$ cat src/rtl/niox_bus_pkg.sv
// Shared definitions for the niox two-master bus arbiter.
package niox_bus_pkg;

    localparam int unsigned AW_DEF = 22;
    localparam int unsigned DW_DEF = 32;

    localparam logic [31:0] TO_DATA = 32'hDEAD_BEEF;

    typedef enum logic [1:0] {
        IDLE = 2'd0,
        GNT0 = 2'd1,
        GNT1 = 2'd2,
        REL  = 2'd3
    } arb_state_t;

endpackage

$ cat src/rtl/niox_rr_pick2.sv
// Two-way round-robin selector: on a tie the master that did not own the bus last wins.
module niox_rr_pick2 (
    input  logic req0,
    input  logic req1,
    input  logic owner,
    output logic gnt_valid,
    output logic gnt_idx
);

    assign gnt_valid = req0 | req1;
    assign gnt_idx   = (req0 & req1) ? ~owner : req1;

endmodule

$ cat src/rtl/niox_bus_arb.sv
// Two-master round-robin arbiter in front of busint; one outstanding transfer at a time.
// Optional grant timeout with sticky error flag: define NIOX_BUS_ARB_TIMEOUT_EN.
module niox_bus_arb
    import niox_bus_pkg::*;
#(
    parameter int unsigned AW          = AW_DEF,
    parameter int unsigned DW          = DW_DEF,
    parameter int unsigned TIMEOUT_CYC = 1024
) (
    input  logic          clk,
    input  logic          reset,
    input  logic          m0_req,
    input  logic          m0_write,
    input  logic [AW-1:0] m0_addr,
    input  logic [DW-1:0] m0_wdata,
    output logic [DW-1:0] m0_rdata,
    output logic          m0_ack,
    input  logic          m1_req,
    input  logic          m1_write,
    input  logic [AW-1:0] m1_addr,
    input  logic [DW-1:0] m1_wdata,
    output logic [DW-1:0] m1_rdata,
    output logic          m1_ack,
    output logic          bus_req,
    output logic          bus_write,
    output logic [AW-1:0] bus_addr,
    output logic [DW-1:0] bus_wdata,
    input  logic [DW-1:0] bus_rdata,
    input  logic          bus_ack,
    output logic          owner,
    output logic          busy,
    output logic          to_err
);

    arb_state_t    state;
    logic          gnt_valid;
    logic          gnt_idx;
    logic          granted;
    logic          sel1;
    logic          expire;
    logic          done;
    logic [DW-1:0] rsp_data;

    niox_rr_pick2 u_pick (
        .req0      (m0_req),
        .req1      (m1_req),
        .owner     (owner),
        .gnt_valid (gnt_valid),
        .gnt_idx   (gnt_idx)
    );

    assign granted = (state == GNT0) || (state == GNT1);
    assign sel1    = (state == GNT1);

`ifdef NIOX_BUS_ARB_TIMEOUT_EN
    localparam int unsigned CW = $clog2(TIMEOUT_CYC + 1);

    logic [CW-1:0] to_cnt;
    logic          to_err_q;

    // A real ack in the expiry cycle wins over the timeout.
    assign expire   = granted && !bus_ack && (to_cnt == CW'(TIMEOUT_CYC - 1));
    assign rsp_data = expire ? DW'(TO_DATA) : bus_rdata;
    assign to_err   = to_err_q;

    always_ff @(posedge clk) begin
        if (reset) begin
            to_cnt   <= '0;
            to_err_q <= 1'b0;
        end else begin
            if (state == IDLE) begin
                to_cnt <= '0;
            end else if (granted && !bus_ack) begin
                to_cnt <= to_cnt + CW'(1);
            end
            if (expire) begin
                to_err_q <= 1'b1;
            end
        end
    end
`else
    logic unused_cfg;

    assign expire     = 1'b0;
    assign rsp_data   = bus_rdata;
    assign to_err     = 1'b0;
    assign unused_cfg = ^32'(TIMEOUT_CYC);
`endif

    assign done = bus_ack | expire;

    // Grant FSM; owner records the most recent grant for tie-breaking.
    always_ff @(posedge clk) begin
        if (reset) begin
            state <= IDLE;
            owner <= 1'b1;
        end else begin
            case (state)
                IDLE: begin
                    if (gnt_valid) begin
                        state <= gnt_idx ? GNT1 : GNT0;
                        owner <= gnt_idx;
                    end
                end
                GNT0, GNT1: begin
                    if (done) begin
                        state <= REL;
                    end
                end
                REL:     state <= IDLE;
                default: state <= IDLE;
            endcase
        end
    end

    assign busy      = (state != IDLE);
    assign bus_req   = granted & ~expire;
    assign bus_write = granted & (sel1 ? m1_write : m0_write);
    assign bus_addr  = granted ? (sel1 ? m1_addr : m0_addr) : '0;
    assign bus_wdata = granted ? (sel1 ? m1_wdata : m0_wdata) : '0;

    // A master that has already dropped req gets no ack; the transfer completes silently.
    assign m0_ack   = (state == GNT0) & m0_req & done;
    assign m1_ack   = (state == GNT1) & m1_req & done;
    assign m0_rdata = (state == GNT0) ? rsp_data : '0;
    assign m1_rdata = (state == GNT1) ? rsp_data : '0;

endmodule

$ cat config.mk
export PLATFORM = sky130hd
export DESIGN_NAME = niox_bus_arb
export DESIGN_NICKNAME = d
export VERILOG_FILES = /design/src/rtl/niox_bus_pkg.sv /design/src/rtl/niox_rr_pick2.sv /design/src/rtl/niox_bus_arb.sv
export SDC_FILE = /design/constraint.sdc
export NUM_CORES = 1
export LEC_CHECK = 0
export BUFFER_PORTS_ARGS = -buffer_cell sky130_fd_sc_hd__buf_4
export CORE_AREA = 2 2 104 106
export CTS_CLUSTER_DIAMETER = 150
export CTS_CLUSTER_SIZE = 30
export DETAILED_ROUTE_END_ITERATION = 12
export DIE_AREA = 0 0 106 108
export RECOVER_POWER = 100
export SETUP_SLACK_MARGIN = 0.05
export SYNTH_ARGS = -nofsm -noshare
export SYNTH_HDL_FRONTEND = slang
export SYNTH_SLANG_ARGS = --single-unit
export TNS_END_PERCENT = 5
$ cat constraint.sdc
create_clock -name clk -period 1.4 [get_ports clk]
set_input_delay 0 -clock clk [delete_from_list [all_inputs] [get_ports clk]]
set_output_delay 0 -clock clk [all_outputs]
set_load 0.005 [all_outputs]
==> results of run 1 <==
## registers in the layout, summed over array words and instances, names as in the netlist
| signal | flops |
|---|---|
| state | 2 |
| owner | 1 |
## power breakdown
group          switching [uW]  internal, uW  total [uW]
clock                    54.2           194         248
sequential               34.2           127         162
combinational            2690          3810        6490
total                    2770          4130        6900
## layout make-up
type | instances | area share
repair buffers | 290 | 0.577
multi-input cells | 194 | 0.350
well taps | 136 | 0.0414
flip-flops and latches | 3 | 0.0152
clock buffers | 4 | 0.0110
inverters | 5 | 0.00578
## synthesized netlist by cell type
| library cell | number |
|---|---|
| and2_1 | 64 |
| mux2i_1 | 56 |
| nor2_1 | 56 |
| buf_2 | 6 |
| clkbuf_1 | 6 |
| buf_6 | 5 |
| ha_1 | 4 |
| inv_1 | 4 |
| nand2_1 | 4 |
| dfxtp_1 | 3 |
| and3_1 | 2 |
| buf_4 | 2 |
| a221o_2 | 1 |
| a221oi_1 | 1 |
| a311o_1 | 1 |
| and2b_1 | 1 |
| conb_1 | 1 |
| inv_2 | 1 |
| nand2b_1 | 1 |
| o21ai_1 | 1 |
| o32ai_2 | 1 |
## path summary, 6_finish.rpt
kind / startpoint / endpoint / cells past startpoint
worst min-delay path: m0_req / owner / 3
worst min register to register: state[1] / state[1] / 2
worst max register to register: state[0] / state[0] / 6
worst max-delay path: state[1] / bus_addr[20] / 7
## logic make-up after synthesis
family                     share of synthesized area
AOI/OAI and AO/OA                             0.0337
adders and majority gates                     0.0329
and+or+nand+nor                                0.429
buffers and inverters                         0.0938
muxes                                          0.369
other                                        0.00247
DFF                                           0.0395
## repair_timing
action                                  4_1_cts  5_1_grt
cloned                                        3        1
pin swaps                                     3        9
hold buffers                                  1        0
endpoints found under the hold margin         1        0
buffers inserted                              3        1
resized for setup                            23       29
endpoints found under the setup margin       74       94
## per-layer routing
layer | track usage | routed length [um] | vias up
met3 | 0.0362 | 944 | 6
met4 | 0.0207 | 61 | 0
li1 | - | - | 1264
met5 | 0 | 0 | -
met1 | 0.146 | 3220 | 1154
met2 | 0.280 | 4760 | 164
## per-stage QoR
| stage | power [uW] | instance area [um2] | hold slack [ns] | setup WS, ns | setup TNS [ns] |
|---|---|---|---|---|---|
| final | 6900 | 4110 | 0.140 | -0.110 | -2.45 |
| after global routing | 7380 | 4110 | 0.159 | -0.166 | -5.96 |
| after CTS | 6650 | 3990 | 0.122 | -0.103 | -2.94 |
| after detailed placement | 5600 | 3740 | 0.209 | -0.0571 | -1.42 |
| after global placement | 5510 | 3740 | 0.206 | 0.0180 | 0 |
| after floorplan | 2680 | 1520 | 0.0787 | 0.143 | 0 |
## worst max-delay path, stage by stage (launching register included)
cell and delay [ns]:
dfxtp_2 0.33, buf_6 0.10, ha_4 0.15, buf_12 0.14, buf_12 0.15, mux2i_2 0.23, nor2_1 0.06, buf_4 0.13
==> results_dict.tcl, run 1 <==
set metrics [dict create \
    dp.cells 619 \
    arrival_ns 1.51 \
    vias 2588 \
    worst_setup_path_end_kind "output pin" \
    hold_path_class "input pin to flip-flop" \
    drt_first_pass_iters 4 \
    viasPerCell 4.09 \
    fp-row-count 37 \
    register_area_um2 62.6 \
    dp_hpwl_mm 7.01 \
    clock-root-buffer "clkbuf_8" \
    netlist_instances 221 \
    htreeDepth 1 \
    synth_area_mm2 0.00152 \
    yosys_warnings 0 \
    worstPathMaxFanout 8 \
    portBuffers 270 \
    n_fill_cell 1043 \
    drive_gt1_frac 0.669 \
    max_freq_mhz 662 \
    layout_common_cells "273 x buf_4, 55 x nor2_1, 49 x mux2i_1" \
    wl_per_cell_um 14.2 \
    grt_usage 0.139 \
    grt_overflow_total 0 \
    layout_worst_path_cycle_share 1.08 \
    crit_required_ns 1.40 \
    insertion_delay_ns 0.21 \
    cts_sinks 3 \
    yosysTopAreaCellShare 0.369 \
    place.gp.congestion 0.788 \
    grt_max_degree 34 \
    cts_made_buffers 3 \
    leakage_uw 0.00215 \
    wl_mm 8.98 \
    instances_no_fill 632 \
    crit_type "flip-flop to output pin" \
    area_growth_pct 171 \
    core_mm2 0.0102 \
    dr.first_iter.drc_count 102 \
    rsz0062_at_grt "yes" \
    antenna_found_initial 0 \
    timing.final.hold_violations 0 \
    outcome "finished, violations left" \
    period_minus_slack_ns 1.51 \
    syn_avg_cell_area_um2 6.88 \
    ant_nets 0 \
    grt_pass1_wl_mm 12.8 \
    synth.distinct_cells 21 \
    final_common_cell "buf_4" \
    yosys-top-cells-area "mux2i_1 37%, and2_1 26%, nor2_1 14%" \
    max-cap-violations 0 \
    reg2reg_slack_ns 0.02 \
    dieArea_mm2 0.0114 \
    die_h_um 108 \
    cts_tree "done" \
    multi_input_area_mm2 0.00144 \
    violations "setup timing" \
    synth.net_count 372 \
    ir_drop_mv 0.735 \
    p_per_area_mw_per_mm2 1680 \
    drc_errors 0 \
    slew_viol_final 0 \
    clockBufferDepth 2 \
    yosysSeqAreaShare 0.0395 \
    die_w_um 106 \
    grt_pass1_vias 2656 \
    synth_largest_area_cell "mux2i_1" \
    layout.nets 648 \
    io_pins 272 \
    cp-start-kind "flip-flop" \
    fin_ws_ns -0.110 \
    fin_skew_ns 0.000947 \
    diodes 0 \
    start_util 0.149 \
    ys_ff_latch 3 \
    postLayoutCoreUtil 0.402 \
    clkTransAtPathRegs_ns 0.03 \
    setup_viol 54 \
]
No activity file was read; power rests on OpenSTA's default activity.
==> inputs of run 2 (changes only) <==
- ABC_AREA: unset -> 1
- CORE_AREA: 2 2 104 106 -> 2 2 105 107
- DIE_AREA: 0 0 106 108 -> 0 0 107 109
- PLACE_DENSITY: unset -> 0.52
- SYNTH_HIERARCHICAL: unset -> 1
==> run 2 against run 1 <==
The flow still finishes with violations (setup timing). Combinational power up 23%. Clock-buffer cell count unchanged. Sequential power up 3%. Via count up 22%. Fmax up 0.58%. Die area up 1.9%. Flip-flop and latch count unchanged. Largest power group unchanged.
==> results_dict.tcl, run 2 <==
set metrics [dict create \
    hold_ws_ns 0.0249 \
    dp.cells 761 \
    synth_area_mm2 0.00165 \
    clkTransAtPathRegs_ns 0.03 \
    drc_errors 0 \
    setup.worst_path.start "state[1]" \
    place.gp.congestion 0.931 \
    layout.nets 792 \
    outcome "finished, violations left" \
    grt_usage 0.147 \
    rsz0062_at_grt "yes" \
    regMostFlops "state" \
    hold_depth 3 \
    crit_required_ns 1.40 \
    insertion_delay_ns 0.22 \
    layout_common_cells "274 x buf_4, 88 x nor2_1, 74 x nand2_1" \
    p_total_uw 8400 \
    leakage_uw 0.00279 \
    portBuffers 270 \
    diodes 0 \
    die_w_um 107 \
    worstHoldEndpoint "owner" \
    r2r-start "state[1]" \
    grt_max_degree 30 \
    cts_tree "done" \
    postLayoutCoreUtil 0.414 \
    synth.distinct_cells 20 \
    dieArea_mm2 0.0117 \
    synth_largest_area_cell "nor2_1" \
    layout_worst_path_cycle_share 1.07 \
    critPathTopFamily "buffers and inverters" \
    fp-row-count 38 \
    slew_viol_final 0 \
    swShare 0.437 \
    synth.net_count 512 \
    yosysSeqAreaShare 0.0363 \
    ir_drop_mv 0.807 \
    reg_top3 "state x2, owner x1" \
    ys_ff_latch 3 \
    path_buf_inv 4 \
    grt_overflow_total 0 \
    worst_setup_path_end_kind "output pin" \
    cts_hold_buffers 0 \
    grt_pass1_wl_mm 13.8 \
    cts_made_buffers 3 \
    yosysMostFrequentCell "nor2_1" \
    crit_chain "inv_2 > ha_4 > buf_12 > clkbuf_16 > o21ai_0 > nor2_1 > buf_4" \
    violations "setup timing" \
    drive_gt1_frac 0.556 \
    fin_skew_ns 0.000292 \
    reg2reg_slack_ns 0.04 \
    viasPerCell 4.04 \
    setup_viol 87 \
    max_freq_mhz 666 \
    ant_nets 0 \
    max-cap-violations 0 \
    yosys-top-cells-area "nor2_1 24%, nand2_1 17%, inv_1 16%" \
    fin_ws_ns -0.101 \
    wl_per_cell_um 12.5 \
    syn_avg_cell_area_um2 4.59 \
    hp-start "reset" \
    synthFlopType "dfxtp_1" \
    arrival_ns 1.50 \
    core_mm2 0.0106 \
    hold_path_class "input pin to flip-flop" \
    clockBufferDepth 2 \
    wl_mm 9.74 \
    final_common_cell "buf_4" \
    fin_tns_setup_ns -4.53 \
    netlist_instances 360 \
    crit_type "flip-flop to output pin" \
    die_h_um 109 \
    largest_reg_flops 2 \
    p_per_area_mw_per_mm2 1910 \
    antenna_found_initial 0 \
    vias 3151 \
    p_sw_uw 3670 \
    combPwrFrac 0.950 \
    critPathMaxStageDelay_ns 0.35 \
    async_flop_share 0 \
    io_pins 272 \
    instances_no_fill 779 \
    yosys_warnings 6 \
    area_growth_pct 166 \
    timing.final.hold_violations 0 \
    yosysTopAreaCellShare 0.243 \
    clock-root-buffer "clkbuf_8" \
    intPower_uw 4730 \
    cts_sinks 3 \
    ff2ff_path_depth 9 \
    htreeDepth 1 \
    critPathSlowestCell "dfxtp_4" \
    start_util 0.156 \
    period_minus_slack_ns 1.50 \
    pwr-share-clk 0.030 \
    dp_hpwl_mm 7.42 \
    dr.first_iter.drc_count 121 \
    grt_pass1_vias 2839 \
    rr_endpoint "state[0]" \
    synthTopCellsByCount "107 x nor2_1, 76 x nand2_1, 72 x inv_1" \
    synth_edf_count 0 \
    pwr-share-seq 0.020 \
    worstPathMaxFanout 6 \
    drt_first_pass_iters 4 \
    cp-start-kind "flip-flop" \
]
==> run 2: changes by cell type in the layout (fill, tap and decap cells not counted), sizes merged, moves of 2 or more <==
cell,change
and2,-64
buf,+9
o21ai,+56
nor2,+60
nand3,+2
mux2i,-56
and3,-2
nand2,+72
inv,+67
==> run 2: worst min-delay path: cells and delay by family <==
kind,cells,cell delay [ns]
buf+inv,2,0.13
simple gates,1,0.08
==> run 2: area by class of cell <==
type | count | area (um2)
clock buffer | 4 | 45.0
multi-input combinational | 259 | 1270
inverter | 73 | 303
timing repair buffer | 300 | 2530
tap | 140 | 175
fill | 1114 | 6210
sequential | 3 | 65.1
==> run 2: stage by stage <==
| step | area [um2] | setup WS [ns] |
|---|---|---|
| 6_report | 4390 | -0.101 |
| 5_1_grt | 4390 | -0.169 |
| 4_1_cts | 4240 | -0.108 |
| 3_5_place_dp | 3870 | -0.00417 |
| 3_3_place_gp | 3870 | 0.0646 |
| 2_1_floorplan | 1650 | 0.141 |
==> run 2: routing by layer <==
metal / global-route usage / vias to the layer above / routed length (um)
met5: 0 / - / 0
met4: 0.0380 / 0 / 157
met3: 0.0299 / 10 / 746
met2: 0.283 / 151 / 5240
met1: 0.164 / 1385 / 3600
li1: - / 1605 / -
==> run 2: worst max path at each step <==
| stage | to | slack (ns) | depth (start not counted) |
|---|---|---|---|
| floorplan | state[0] | 0.14 | 7 |
| global placement | bus_wdata[6] | 0.06 | 8 |
| detailed placement | state[0] | -0.004 | 8 |
| CTS | bus_addr[10] | -0.11 | 7 |
| global route | bus_wdata[7] | -0.17 | 7 |
| finish | bus_wdata[4] | -0.10 | 7 |
==> run 2: cells by family after synthesis <==
logic type | after synthesis | share of synthesized area
AO/OA/AOI/OAI | 58 | 0.176
flip-flops | 3 | 0.0363
AND/OR/NAND/NOR | 195 | 0.460
adder cells (fa/ha/maj) | 5 | 0.0379
buffers and inverters | 98 | 0.288
other | 1 | 0.00227
==> run 2: power groups by stage <==
stage	Sequential, uW	Clock (uW)	Combinational, uW
CTS	165	257	7580
detailed placement	149	0	5980
finish	167	251	7980
global placement	146	0	5940
floorplan	143	0	2790
global route	174	267	8640
==> run 2: timing repair <==
action / in CTS / in global routing
gates resized for setup: 61 / 46
gates cloned: 5 / 2
pin swaps: 16 / 17
setup endpoints to repair: 121 / 120
setup buffers: 7 / 1
==> inputs of run 3 (changes only) <==
- CTS_BUF_LIST: unset -> sky130_fd_sc_hd__clkbuf_8
- SETUP_SLACK_MARGIN: 0.05 -> 0.15
==> run 3 against run 2 <==
The flow still finishes with violations (setup timing). Non-clock buffer count fell by 1. Flip-flop and latch count stayed put. Routed wire length is 1.0% lower. Combinational power fell by 4.6%. Worst hold slack got worse by 0.012 ns. Clock power increased by 2%. Utilization down 1.1 points. Cell count unchanged. Critical path type unchanged. Largest power group unchanged.
==> results_dict.tcl, run 3 (synthesis gave the netlist of run 2 again) <==
set metrics [dict create \
    outcome "finished, violations left" \
    violations "setup timing" \
    antenna_found_initial 0 \
    vias 3133 \
    path_buf_inv 4 \
    max_freq_mhz 663 \
    die_w_um 107 \
    io_pins 272 \
    regMostFlops "state" \
    dp_hpwl_mm 7.01 \
    ant_nets 0 \
    arrival_ns 1.51 \
    instances_no_fill 779 \
    reg_top3 "state x2, owner x1" \
    fin_tns_setup_ns -3.30 \
    worstPathMaxFanout 6 \
    drt_first_pass_iters 6 \
    diodes 0 \
    cts_sinks 3 \
    max-cap-violations 0 \
    clkTransAtPathRegs_ns 0.04 \
    dr.first_iter.drc_count 112 \
    ir_drop_mv 1.05 \
    grt_usage 0.134 \
    timing.final.hold_violations 0 \
    grt_pass1_wl_mm 12.9 \
    final_common_cell "buf_4" \
    critPathTopFamily "buffers and inverters" \
    grt_max_degree 46 \
    cts_hold_buffers 0 \
    crit_type "flip-flop to output pin" \
    place.gp.congestion 0.832 \
    intPower_uw 4520 \
    slew_viol_final 0 \
    area_growth_pct 159 \
    wl_mm 9.64 \
    worst_setup_path_end_kind "output pin" \
    die_h_um 109 \
    clock-root-buffer "clkbuf_8" \
    htreeDepth 1 \
    combPwrFrac 0.947 \
    insertion_delay_ns 0.22 \
    p_per_area_mw_per_mm2 1880 \
    critPathMaxStageDelay_ns 0.36 \
    drc_errors 0 \
    fin_skew_ns 0.00727 \
    crit_required_ns 1.40 \
    p_sw_uw 3510 \
    dieArea_mm2 0.0117 \
    portBuffers 270 \
    layout_worst_path_cycle_share 1.08 \
    viasPerCell 4.02 \
    pwr-share-clk 0.032 \
    setup_viol 56 \
    pwr-share-seq 0.021 \
    core_mm2 0.0106 \
    cts_tree "done" \
    fin_ws_ns -0.109 \
    start_util 0.156 \
    grt_pass1_vias 2812 \
    cp-start-kind "flip-flop" \
    dp.cells 757 \
    layout_common_cells "281 x buf_4, 86 x nor2_1, 74 x nand2_1" \
    crit_chain "inv_4 > ha_4 > buf_12 > clkbuf_16 > o21ai_1 > nor2_1 > buf_4" \
    grt_overflow_total 0 \
    rsz0062_at_grt "yes" \
    critPathSlowestCell "dfxtp_4" \
    leakage_uw 0.00276 \
    cts_made_buffers 3 \
    largest_reg_flops 2 \
    hold_path_class "input pin to flip-flop" \
    swShare 0.437 \
    period_minus_slack_ns 1.51 \
    layout.nets 792 \
    clockBufferDepth 2 \
    fp-row-count 38 \
    p_total_uw 8040 \
    wl_per_cell_um 12.4 \
    drive_gt1_frac 0.543 \
]
[run 3: cell count changes in the layout (fill, tap and decap cells not counted), moves of 2 or more]
cell	delta
buf_16	-3
buf_4	+7
buf_6	-7
clkbuf_16	+3
nor2_1	-2
nor2_2	+4
nor2_4	-2
o21ai_0	+16
o21ai_1	-8
o21ai_2	-8
[run 3: power groups by stage]
| stage | Sequential, uW | Clock [uW] | Combinational (uW) |
|---|---|---|---|
| floorplan | 143 | 0 | 2830 |
| global placement | 148 | 0 | 5900 |
| detailed placement | 148 | 0 | 5910 |
| CTS | 173 | 254 | 6230 |
| global route | 177 | 262 | 8340 |
| finish | 173 | 255 | 7610 |
[run 3: worst paths after layout]
| kind | startpoint | end | slack (ns) | cells past startpoint |
|---|---|---|---|---|
| worst max-delay path | state[1] | bus_addr[0] | -0.11 | 7 |
| worst min-delay path | reset | owner | 0.01 | 3 |
| worst max register to register | state[1] | state[0] | 0.03 | 9 |
| worst min register to register | owner | owner | 0.50 | 2 |
[run 3: through the flow]
stage               utilization  worst slack, ns  hold WS (ns)  instance area, um2
detailed placement        0.362           0.0310         0.241                3840
global route              0.403           -0.167        0.0395                4280
finish                    0.403           -0.109        0.0134                4280
CTS                       0.372          -0.0785        0.0166                3940
global placement          0.362           0.0157         0.233                3840
floorplan                     -            0.223        0.0721                1670
[run 3: per-layer routing]
layer / part of all wire / vias up / global-route usage
met5: 0 / - / 0
met4: 0.0090 / 0 / 0.0269
met3: 0.10 / 6 / 0.0359
met2: 0.53 / 170 / 0.256
met1: 0.36 / 1349 / 0.149
li1: - / 1608 / -
[run 3: timing repair]
action / 4_1_cts / 5_1_grt
setup endpoints to repair: 123 / 124
setup buffers: 1 / 8
cloned: 1 / 8
gates resized for setup: 10 / 60
endpoints found under the hold margin: 0 / 0
pin swaps: 2 / 11
[run 3: layout make-up]
cell class	count	area (um2)
clock buffer	3	41.3
multi-input combinational	259	1230
timing repair inverter	1	11.3
inverter	73	292
tap	140	175
sequential	3	65.1
fill	1143	6320
clock inverter	1	3.75
timing repair buffer	299	2460
[run 3: worst reg2reg max path: cells and delay by family (launching register included)]
kind	cells	cell delay, ns
buf+inv	3	0.30
fa+ha+maj	1	0.29
simple gates	5	0.30
flops	1	0.36
